$ cat src/rtl/uart_pkg.sv
// uart_pkg: register offsets, STATUS bit positions and FSM state types for uart_core.
package uart_pkg;
  localparam logic [2:0] REG_TXDATA  = 3'd0;
  localparam logic [2:0] REG_RXDATA  = 3'd1;
  localparam logic [2:0] REG_STATUS  = 3'd2;
  localparam logic [2:0] REG_CTRL    = 3'd3;
  localparam logic [2:0] REG_BAUDDIV = 3'd4;
  localparam int ST_TX_FULL   = 0;
  localparam int ST_TX_EMPTY  = 1;
  localparam int ST_RX_FULL   = 2;
  localparam int ST_RX_EMPTY  = 3;
  localparam int ST_OVERRUN   = 4;
  localparam int ST_FRAME_ERR = 5;
  localparam int ST_TX_BUSY   = 6;
  typedef enum logic [1:0] {TX_IDLE, TX_START, TX_DATA, TX_STOP} tx_state_e;
  typedef enum logic [1:0] {RX_IDLE, RX_START, RX_DATA, RX_STOP} rx_state_e;
endpackage

$ cat src/rtl/sync_fifo.sv
// sync_fifo: single-clock FIFO; pushes when full and pops when empty are ignored.
module sync_fifo #(
  parameter int WIDTH = 8,
  parameter int DEPTH = 8
) (
  input  logic             clk,
  input  logic             rst,
  input  logic             push,
  input  logic             pop,
  input  logic [WIDTH-1:0] wdata,
  output logic [WIDTH-1:0] rdata,
  output logic             full,
  output logic             empty
);
  localparam int AW = $clog2(DEPTH);
  logic [WIDTH-1:0] mem [DEPTH];
  logic [AW:0] wptr, rptr;
  logic do_push, do_pop;
  assign do_push = push & ~full;
  assign do_pop  = pop & ~empty;
  assign full    = (wptr[AW] != rptr[AW]) && (wptr[AW-1:0] == rptr[AW-1:0]);
  assign empty   = wptr == rptr;
  assign rdata   = mem[rptr[AW-1:0]];
  always_ff @(posedge clk or posedge rst)
    if (rst) begin
      wptr <= '0;
      rptr <= '0;
    end else begin
      if (do_push) wptr <= wptr + 1'b1;
      if (do_pop) rptr <= rptr + 1'b1;
    end
  always_ff @(posedge clk)
    if (do_push) mem[wptr[AW-1:0]] <= wdata;
endmodule

$ cat src/rtl/uart_core.sv
// uart_core: UART register bank, TX/RX FIFOs, baud tick, 8N1 transmitter and 16x receiver.
module uart_core
  import uart_pkg::*;
#(
  parameter int DATA_WIDTH = 32,
  parameter int FIFO_DEPTH = 8,
  parameter int DIV_RESET  = 651
) (
  input  logic                  clk,
  input  logic                  rst,
  input  logic [4:0]            addr,
  input  logic                  we,
  input  logic                  en,
  input  logic                  rd,
  input  logic [DATA_WIDTH-1:0] wdata,
  output logic [DATA_WIDTH-1:0] rdata,
  input  logic                  rx,
  output logic                  tx
);
  logic [2:0] sel;
  logic wr, rd_c, wr_status, wr_ctrl, wr_baud;
  logic [1:0] ctrl;
  logic [15:0] baud_div, div_cnt;
  logic tick;
  logic overrun, frame_err, ovr_set, ferr_set;
  logic tx_push, tx_pop, tx_full, tx_empty;
  logic rx_push, rx_pop, rx_full, rx_empty;
  logic [7:0] tx_rdata, rx_rdata;
  logic [6:0] status;
  logic unused;
  tx_state_e tx_st, tx_st_n;
  logic [3:0] tcnt, tcnt_n;
  logic [2:0] tbit, tbit_n;
  logic [7:0] tsh, tsh_n;
  rx_state_e rx_st, rx_st_n;
  logic [3:0] rcnt, rcnt_n;
  logic [2:0] rbit, rbit_n;
  logic [7:0] rsh, rsh_n;
  logic rx_s1, rx_s;
  assign unused    = ^{addr[1:0], wdata[DATA_WIDTH-1:16]};
  assign sel       = addr[4:2];
  assign wr        = en & rd & we;
  assign rd_c      = en & rd & ~we;
  assign wr_status = wr && sel == REG_STATUS;
  assign wr_ctrl   = wr && sel == REG_CTRL;
  assign wr_baud   = wr && sel == REG_BAUDDIV;
  assign tx_push   = wr && sel == REG_TXDATA;
  assign rx_pop    = rd_c && sel == REG_RXDATA;
  assign tick      = div_cnt == '0;
  assign status    = {tx_st != TX_IDLE, frame_err, overrun, rx_empty, rx_full, tx_empty, tx_full};
  assign rdata     = sel == REG_RXDATA  ? (rx_empty ? '0 : DATA_WIDTH'({1'b1, rx_rdata})) :
                     sel == REG_STATUS  ? DATA_WIDTH'(status) :
                     sel == REG_CTRL    ? DATA_WIDTH'(ctrl) :
                     sel == REG_BAUDDIV ? DATA_WIDTH'(baud_div) : '0;
  assign tx        = tx_st == TX_START ? 1'b0 : tx_st == TX_DATA ? tsh[0] : 1'b1;
  sync_fifo #(.WIDTH(8), .DEPTH(FIFO_DEPTH)) u_tx_fifo (
    .clk(clk), .rst(rst), .push(tx_push), .pop(tx_pop), .wdata(wdata[7:0]),
    .rdata(tx_rdata), .full(tx_full), .empty(tx_empty)
  );
  sync_fifo #(.WIDTH(8), .DEPTH(FIFO_DEPTH)) u_rx_fifo (
    .clk(clk), .rst(rst), .push(rx_push), .pop(rx_pop), .wdata(rsh),
    .rdata(rx_rdata), .full(rx_full), .empty(rx_empty)
  );
  // Error set terms take priority over a simultaneous write-1-to-clear.
  always_ff @(posedge clk or posedge rst)
    if (rst) begin
      ctrl      <= 2'b11;
      baud_div  <= 16'(DIV_RESET);
      div_cnt   <= '0;
      overrun   <= 1'b0;
      frame_err <= 1'b0;
      rx_s1     <= 1'b1;
      rx_s      <= 1'b1;
    end else begin
      if (wr_ctrl) ctrl <= wdata[1:0];
      if (wr_baud) baud_div <= wdata[15:0];
      div_cnt   <= wr_baud ? wdata[15:0] : tick ? baud_div : div_cnt - 1'b1;
      overrun   <= ovr_set | (overrun & ~(wr_status & wdata[ST_OVERRUN]));
      frame_err <= ferr_set | (frame_err & ~(wr_status & wdata[ST_FRAME_ERR]));
      rx_s1     <= rx;
      rx_s      <= rx_s1;
    end
  always_ff @(posedge clk or posedge rst)
    if (rst) begin
      tx_st <= TX_IDLE;
      tcnt  <= '0;
      tbit  <= '0;
      tsh   <= '0;
      rx_st <= RX_IDLE;
      rcnt  <= '0;
      rbit  <= '0;
      rsh   <= '0;
    end else begin
      tx_st <= tx_st_n;
      tcnt  <= tcnt_n;
      tbit  <= tbit_n;
      tsh   <= tsh_n;
      rx_st <= rx_st_n;
      rcnt  <= rcnt_n;
      rbit  <= rbit_n;
      rsh   <= rsh_n;
    end
  // Every TX state lasts 16 ticks; the 4-bit counter wraps back to 0 on each transition.
  always_comb begin
    tx_st_n = tx_st;
    tcnt_n  = tcnt;
    tbit_n  = tbit;
    tsh_n   = tsh;
    tx_pop  = 1'b0;
    if (tick)
      case (tx_st)
        TX_IDLE:
          if (ctrl[0] && !tx_empty) begin
            tx_st_n = TX_START;
            tx_pop  = 1'b1;
            tsh_n   = tx_rdata;
            tcnt_n  = '0;
          end
        TX_START: begin
          tcnt_n = tcnt + 1'b1;
          if (tcnt == 4'd15) begin
            tx_st_n = TX_DATA;
            tbit_n  = '0;
          end
        end
        TX_DATA: begin
          tcnt_n = tcnt + 1'b1;
          if (tcnt == 4'd15) begin
            tsh_n  = tsh >> 1;
            tbit_n = tbit + 1'b1;
            if (tbit == 3'd7) tx_st_n = TX_STOP;
          end
        end
        default: begin
          tcnt_n = tcnt + 1'b1;
          if (tcnt == 4'd15) tx_st_n = TX_IDLE;
        end
      endcase
  end
  // The start edge is seen on any clk; all later samples land on ticks near mid-bit.
  always_comb begin
    rx_st_n  = rx_st;
    rcnt_n   = rcnt;
    rbit_n   = rbit;
    rsh_n    = rsh;
    rx_push  = 1'b0;
    ovr_set  = 1'b0;
    ferr_set = 1'b0;
    if (!ctrl[1]) rx_st_n = RX_IDLE;
    else
      case (rx_st)
        RX_IDLE:
          if (!rx_s) begin
            rx_st_n = RX_START;
            rcnt_n  = '0;
          end
        RX_START:
          if (tick) begin
            rcnt_n = rcnt + 1'b1;
            if (rcnt == 4'd7) begin
              rx_st_n = rx_s ? RX_IDLE : RX_DATA;
              rcnt_n  = '0;
              rbit_n  = '0;
            end
          end
        RX_DATA:
          if (tick) begin
            rcnt_n = rcnt + 1'b1;
            if (rcnt == 4'd15) begin
              rsh_n  = {rx_s, rsh[7:1]};
              rbit_n = rbit + 1'b1;
              if (rbit == 3'd7) rx_st_n = RX_STOP;
            end
          end
        default:
          if (tick) begin
            rcnt_n = rcnt + 1'b1;
            if (rcnt == 4'd15) begin
              rx_st_n  = RX_IDLE;
              rx_push  = rx_s & ~rx_full;
              ovr_set  = rx_s & rx_full;
              ferr_set = ~rx_s;
            end
          end
      endcase
  end
endmodule

$ cat config.mk
export PLATFORM = sky130hd
export DESIGN_NAME = uart_core
export DESIGN_NICKNAME = d
export VERILOG_FILES = /design/src/rtl/uart_pkg.sv /design/src/rtl/sync_fifo.sv /design/src/rtl/uart_core.sv
export SDC_FILE = /design/constraint.sdc
export NUM_CORES = 1
export LEC_CHECK = 0
export BUFFER_PORTS_ARGS = -buffer_cell sky130_fd_sc_hd__buf_2
export CORE_MARGIN = 3
export CORE_UTILIZATION = 50
export CTS_BUF_LIST = sky130_fd_sc_hd__clkbuf_2
export DETAILED_ROUTE_END_ITERATION = 8
export PLACE_DENSITY = 0.68
export SYNTH_ARGS = -nofsm -noshare
export SYNTH_HDL_FRONTEND = slang
export SYNTH_SLANG_ARGS = --single-unit
$ cat constraint.sdc
create_clock -name clk -period 3.78 [get_ports clk]
set_input_delay 0.567 -clock clk [delete_from_list [all_inputs] [get_ports clk]]
set_output_delay 0.567 -clock clk [all_outputs]
set_load 0.005 [all_outputs]
=== After elaboration in Yosys (flattened, before gate mapping) ===
Memory sizes are Yosys's and may differ from the RTL's.
Cells that the tools add are included.

* Flip-flop bits (word level): 88
* RAM bits: 128
* Word-level logic and storage cells: 180
* Memories: 2

{| class="wikitable"
|+ Memories
! name !! words !! bits a word !! read ports !! clocked after Yosys merged registers in !! wr ports !! line !! source
|-
| u_rx_fifo.mem || 8 || 8 || 1 || 0 || 1 || sync_fifo.sv:16 || <nowiki>logic [WIDTH-1:0] mem [DEPTH];</nowiki>
|-
| u_tx_fifo.mem || 8 || 8 || 1 || 0 || 1 || sync_fifo.sv:16 ||
|}

* Add/subtract/negate cells: 9
* Equality and inequality tests: 36
* Mux-type cells: 63
* Bitwise operators: 23
* Reduce and logical (&&, ||, !) cells: 28

{| class="wikitable"
|+ Operator list
! cell !! number
|-
| $mux W16 || 6
|-
| $mux W2 || 15
|-
| $add A4 B1 Y4 const B || 6
|-
| $mux W4 || 6
|-
| $mux W1 || 21
|-
| $mux W3 || 6
|-
| $ne A3 B3 Y1 const B || 6
|-
| $logic_not A16 Y1 || 1
|-
| $mux W8 || 2
|-
| $pmux W8 S2 || 1
|-
| $reduce_and A4 Y1 || 4
|-
| $sub A16 B1 Y16 const B || 1
|-
| $and A1 B1 Y1 || 13
|-
| $ne A2 B2 Y1 const B || 6
|-
| $pmux W2 S3 || 2
|-
| $pmux W3 S2 || 2
|-
| $reduce_and A6 Y1 || 2
|-
| $reduce_bool A2 Y1 || 6
|-
| $eq A3 B3 Y1 const B || 3
|-
| $mux W9 || 1
|-
| $eq A4 B4 Y1 || 2
|-
| $eq A4 B4 Y1 const B || 2
|-
| $logic_and A1 B1 Y1 || 8
|-
| $not A1 Y1 || 8
|-
| other kinds (19) || 29
|}

=== Logic depth before layout (Yosys ltp) ===
* Depth in word-level cells: 11
* Mapped depth: 8
* Mapped depth without buffers: 7

=== Modules after synthesis ===
A second synthesis with hierarchy kept.

* Cell total of the unflattened synthesis: 738
* Area, all modules: 10,166.0 µm²

{| class="wikitable"
|+ By module, submodules not included
! module !! instances !! cells an instance !! area each (µm²) !! sequential area each (µm²)
|-
| uart_core || 1 || 434 || 4,007.6 || 1,813.0
|-
| sync_fifo at u_rx_fifo || 1 || 152 || 3,101.7 || 2,122.0
|-
| sync_fifo at u_tx_fifo || 1 || 152 || 3,056.7 || 2,122.0
|}

=== Worst setup path before layout ===
Ideal clock, no wire load.

* Kind: input to register
* Start point: input addr[2]
* End point: memory u_tx_fifo.mem[2][0], enable pin
* Setup time: 0.398 ns
* Arrival: 2.527 ns
* Data required time: 3.382 ns
* Path slack: 0.855 ns
* Stages on the path: 5
* Path buffers: 2
* Cells stage by stage: clkbuf_1 nor2_1 or4b_1 buf_2 nor4b_1

* Word-level cells in the longest chain between the ends: 5

{| class="wikitable"
|+ Ends and longest elaborated chain
! element !! line !! source
|-
| start, declared || uart_core.sv:11 || <nowiki>input logic [4:0] addr,</nowiki>
|-
| $logic_not A3 Y1 || uart_core.sv:47 || <nowiki>assign tx_push = wr && sel == REG_TXDATA;</nowiki>
|-
| $logic_and A1 B1 Y1 || uart_core.sv:47 ||
|-
| $and A1 B1 Y1 || sync_fifo.sv:19 || <nowiki>assign do_push = push & ~full;</nowiki>
|-
| $mux W1 || sync_fifo.sv:33 || <nowiki>if (do_push) mem[wptr[AW-1:0]] <= wdata;</nowiki>
|-
| $mux W1 (implied by the code) || sync_fifo.sv:33 ||
|-
| end, declared || sync_fifo.sv:16 ||
|}

No other way between the ends.

=== Final worst setup path ===
* Start point: register u_rx_fifo.rptr[0]
* End point: output rdata[6]

* Word-level cells in the longest chain between the ends: 3
* Elaborated cells on any way between the ends: 4

{| class="wikitable"
|+ Ends and longest elaborated chain
! element !! line !! source
|-
| start, declared || sync_fifo.sv:17 || <nowiki>logic [AW:0] wptr, rptr;</nowiki>
|-
| start signal, assigned || sync_fifo.sv:30 || <nowiki>if (do_pop) rptr <= rptr + 1'b1;</nowiki>
|-
| $mem_v2 Z8 W8 / $eq A4 B4 Y1 (equally long branches) || n/a ||
|-
| $mux W9 * || uart_core.sv:51 || <nowiki>assign rdata = sel == REG_RXDATA ? (rx_empty ? '0 : DATA_WIDTH'({1'b1, rx_rdata})) :</nowiki>
|-
| $mux W16 * || uart_core.sv:51 ||
|-
| end, declared || uart_core.sv:16 || <nowiki>output logic [DATA_WIDTH-1:0] rdata,</nowiki>
|}

Every way passes the cells marked *; elsewhere a longest branch is shown, timed or not.

==> impl_metrics.json <==
{
  "outcome": "completed",
  "hold_viol_final": 0,
  "antenna_found_initial": 2,
  "ant_nets": 0,
  "dieArea_um2": 21300,
  "grt_pass1_wl_um": 33100,
  "synthArstFlopShare_pct": 40.7,
  "synth-xor-area-share_pct": 2.50,
  "dp_cells": 999,
  "synth_cell_type_count": 62,
  "comb_power_share_pct": 11.5,
  "slew_headroom_pct": 39.1,
  "avgSynthCellArea_um2": 13.8,
  "dpl-instance-area_um2": 10300,
  "timing.final.crit_share_pct": 92.9,
  "h-tree-depth": 2,
  "ir_worst_vdd_uv": 272,
  "maxCapViolCount": 0,
  "synth_adder_area_share_pct": 2.04,
  "cp-end-kind": "primary output",
  "clk_pin_slew_worst_paths_ns": 0.11,
  "holdBufCountCts": 19,
  "drive_gt1_share_pct": 27.3,
  "synthesis.area_um2": 9800,
  "dp_hpwl_um": 13400,
  "synth_seq_cells": 216,
  "fin_skew_ns": 0.0729,
  "wire_per_inst_um": 18.0,
  "worst_pin_slew_ns": 0.914,
  "swShare_pct": 29.0,
  "power_frac_clock_pct": 32.4,
  "cts_tree": "yes",
  "synth_edf_count": 128,
  "cts_root_buf": "clkbuf_2",
  "synth-compound-area-share_pct": 6.55,
  "via_count": 6162,
  "grtUsageTotal_pct": 19.4,
  "ys.flop_type": "edfxtp_1",
  "drt_wl_total_um": 20200,
  "rows": 50,
  "die_h_um": 146,
  "fmax_mhz": 285,
  "critical_path_class": "register to primary output",
  "grt_overflow": 0,
  "cts_resized": 0,
  "syn2layout_area_growth_pct": 12.7,
  "grt_pass1_vias": 6381,
  "grt_max_degree": 59,
  "crit_path_start_kind": "register",
  "clock-sinks": 216,
  "cp.arrival_ns": 2.95,
  "core_area_um2": 19000,
  "synthMuxAreaShare_pct": 12.9,
  "met2_length_um": 10100,
  "drcViolationCount": 0,
  "portBuffers": 41,
  "nets": 874,
  "synth_cells": 709,
  "first_pass_iters": 5,
  "slew_violations": 0,
  "switching_power_mw": 1.45,
  "leakagePower_nw": 4.30,
  "cellPowerDensity_nw_per_um2": 454,
  "cts_buffers": 55,
  "gp_congestion": 0.866,
  "wl_met1_um": 8500,
  "worstPathMaxFanout": 13,
  "p_int_mw": 3.56,
  "wl_met3_um": 1210,
  "min_path_type": "input pin to register",
  "die_x_um": 146,
  "viasPerCell": 5.48,
  "seqPwrFrac_pct": 56.2,
  "synth_top_family_by_area": "multiplexers",
  "clock_latency_ns": 0.85,
  "finalSetupViolations": 0,
  "cts_buffer_depth": 3,
  "final_cells": 1124,
  "timing.setup.tns_ns": 0,
  "layout_min_cycle_time_ns": 3.51,
  "synth-simple-area-share_pct": 10.5,
  "io_pins": 76,
  "yosys_warnings": 0,
  "yosysSeqAreaShare_pct": 61.8,
  "cts.repair_timing.setup_buffer_count": 0,
  "highest_layer": "met5",
  "crit_required_ns": 3.21,
  "fillerInstances": 1561,
  "rsz0062_at_grt": "no",
  "drt-initial-drc-count": 409,
  "start_util_pct": 51.7,
  "postLayoutCellArea_um2": 11000
}
-- cell usage after synthesis (4+ instances only) --
library cell	count	area share (%)
a31oi_1	4	0.26
mux4_2	32	7.4
nor2b_1	6	0.38
buf_4	18	1.4
mux2_2	15	1.7
and2_1	10	0.64
nor4_1	12	0.77
edfxtp_1	128	39
buf_2	6	0.31
o22ai_1	5	0.32
mux2i_1	24	2.5
clkbuf_1	23	0.88
nor3b_1	4	0.31
ha_1	16	2.0
nand4_1	9	0.57
a21oi_1	16	0.82
nor3_1	9	0.46
mux2_4	9	1.4
xor2_1	11	0.98
inv_1	17	0.65
dfrtp_1	79	20
a22o_1	4	0.36
o21ai_0	40	2.0
dfstp_2	9	2.4
a211oi_1	4	0.31
xnor2_1	17	1.5
nand2_1	84	3.2
and3_1	9	0.57
nor2_1	22	0.84
nand3_1	13	0.66
-- metal layers --
metal / vias to the layer above / GRT usage [%]
li1: 2878 / -
met1: 3059 / 24.6
met2: 190 / 32.6
met3: 33 / 4.45
met4: 2 / 7.95
met5: - / 0
-- cell type report --
type,count,area [um2],share of cell area (%)
Antenna cell,2,5.00,0.0453
Clock buffer,85,425,3.85
Clock inverter,19,110,0.997
Inverter,17,65.1,0.589
Multi-Input combinational cell,438,3440,31.2
Sequential cell,216,6060,54.9
Tap cell,260,325,2.95
Timing Repair Buffer,87,611,5.53
-- path summary, 6_finish.rpt --
kind                       slack, ns               from           endpoint  cells past startpoint
max                             0.27  u_rx_fifo.rptr[0]           rdata[6]                      5
min                             0.13                 rd  u_rx_fifo.rptr[0]                      4
max reg2reg                     0.90         div_cnt[0]             rsh[0]                      7
min reg2reg                     0.36              rx_s1               rx_s                      0
max in group asynchronous       2.64                rst        baud_div[7]                      4
min in group asynchronous       0.31                rst  u_rx_fifo.wptr[1]                      3
-- logic make-up after synthesis --
kind of cell / Yosys count
buf+inv: 70
mux: 80
xor+xnor: 28
other cells: 1
flops: 216
simple gates: 199
compound gates: 99
fa+ha+maj: 16
-- power by group through the flow --
stage / sequential, mW / clock [mW] / combinational (mW)
floorplan: 2.80 / 0 / 0.465
global placement: 2.86 / 0 / 0.537
detailed placement: 2.87 / 0 / 0.558
CTS: 2.82 / 1.68 / 0.577
global route: 2.84 / 1.82 / 0.652
finish: 2.82 / 1.62 / 0.575
-- registers in the layout, indices dropped and copies added (netlist names), 2 cells and up --
name	count
u_tx_fifo.wptr	4
u_tx_fifo.mem	64
rbit	3
tbit	3
rcnt	4
rsh	8
u_rx_fifo.mem	64
baud_div	16
u_rx_fifo.rptr	4
div_cnt	16
ctrl	2
tx_st	2
u_tx_fifo.rptr	4
tsh	8
u_rx_fifo.wptr	4
rx_st	2
tcnt	4
-- through the flow --
stage          hold WS (ns)  setup WS (ns)  power [mW]  util (%)
2_1_floorplan         0.345          0.855        3.27         -
3_3_place_gp          0.346          0.976        3.39      54.4
3_5_place_dp          0.347          0.943        3.42      54.4
4_1_cts              0.0503          0.112        5.07      58.2
5_1_grt              0.0803        0.00824        5.32      58.2
6_report              0.134          0.267        5.02      58.2
-- cell usage in the layout (no fill, tap or decap), types with 15 or more instances in the layout --
cell           instances
mux4_2                32
mux2i_1               24
buf_4                 26
conb_1                16
xnor2_1               17
buf_2                 41
nor2_1                22
mux2_2                15
dfrtp_1               79
clkbuf_2              85
ha_1                  16
dlygate4sd3_1         19
inv_1                 16
o21ai_0               40
edfxtp_1             128
nand2_1               84
a21oi_1               16
-- critical path: stages, from the launching register on --
cell and delay, ns:
dfrtp_1 0.66, buf_4 0.36, mux4_2 0.55, mux2i_1 0.21
o22ai_1 0.14, buf_2 0.16
Note: power is estimated with default switching activity, not from simulation.
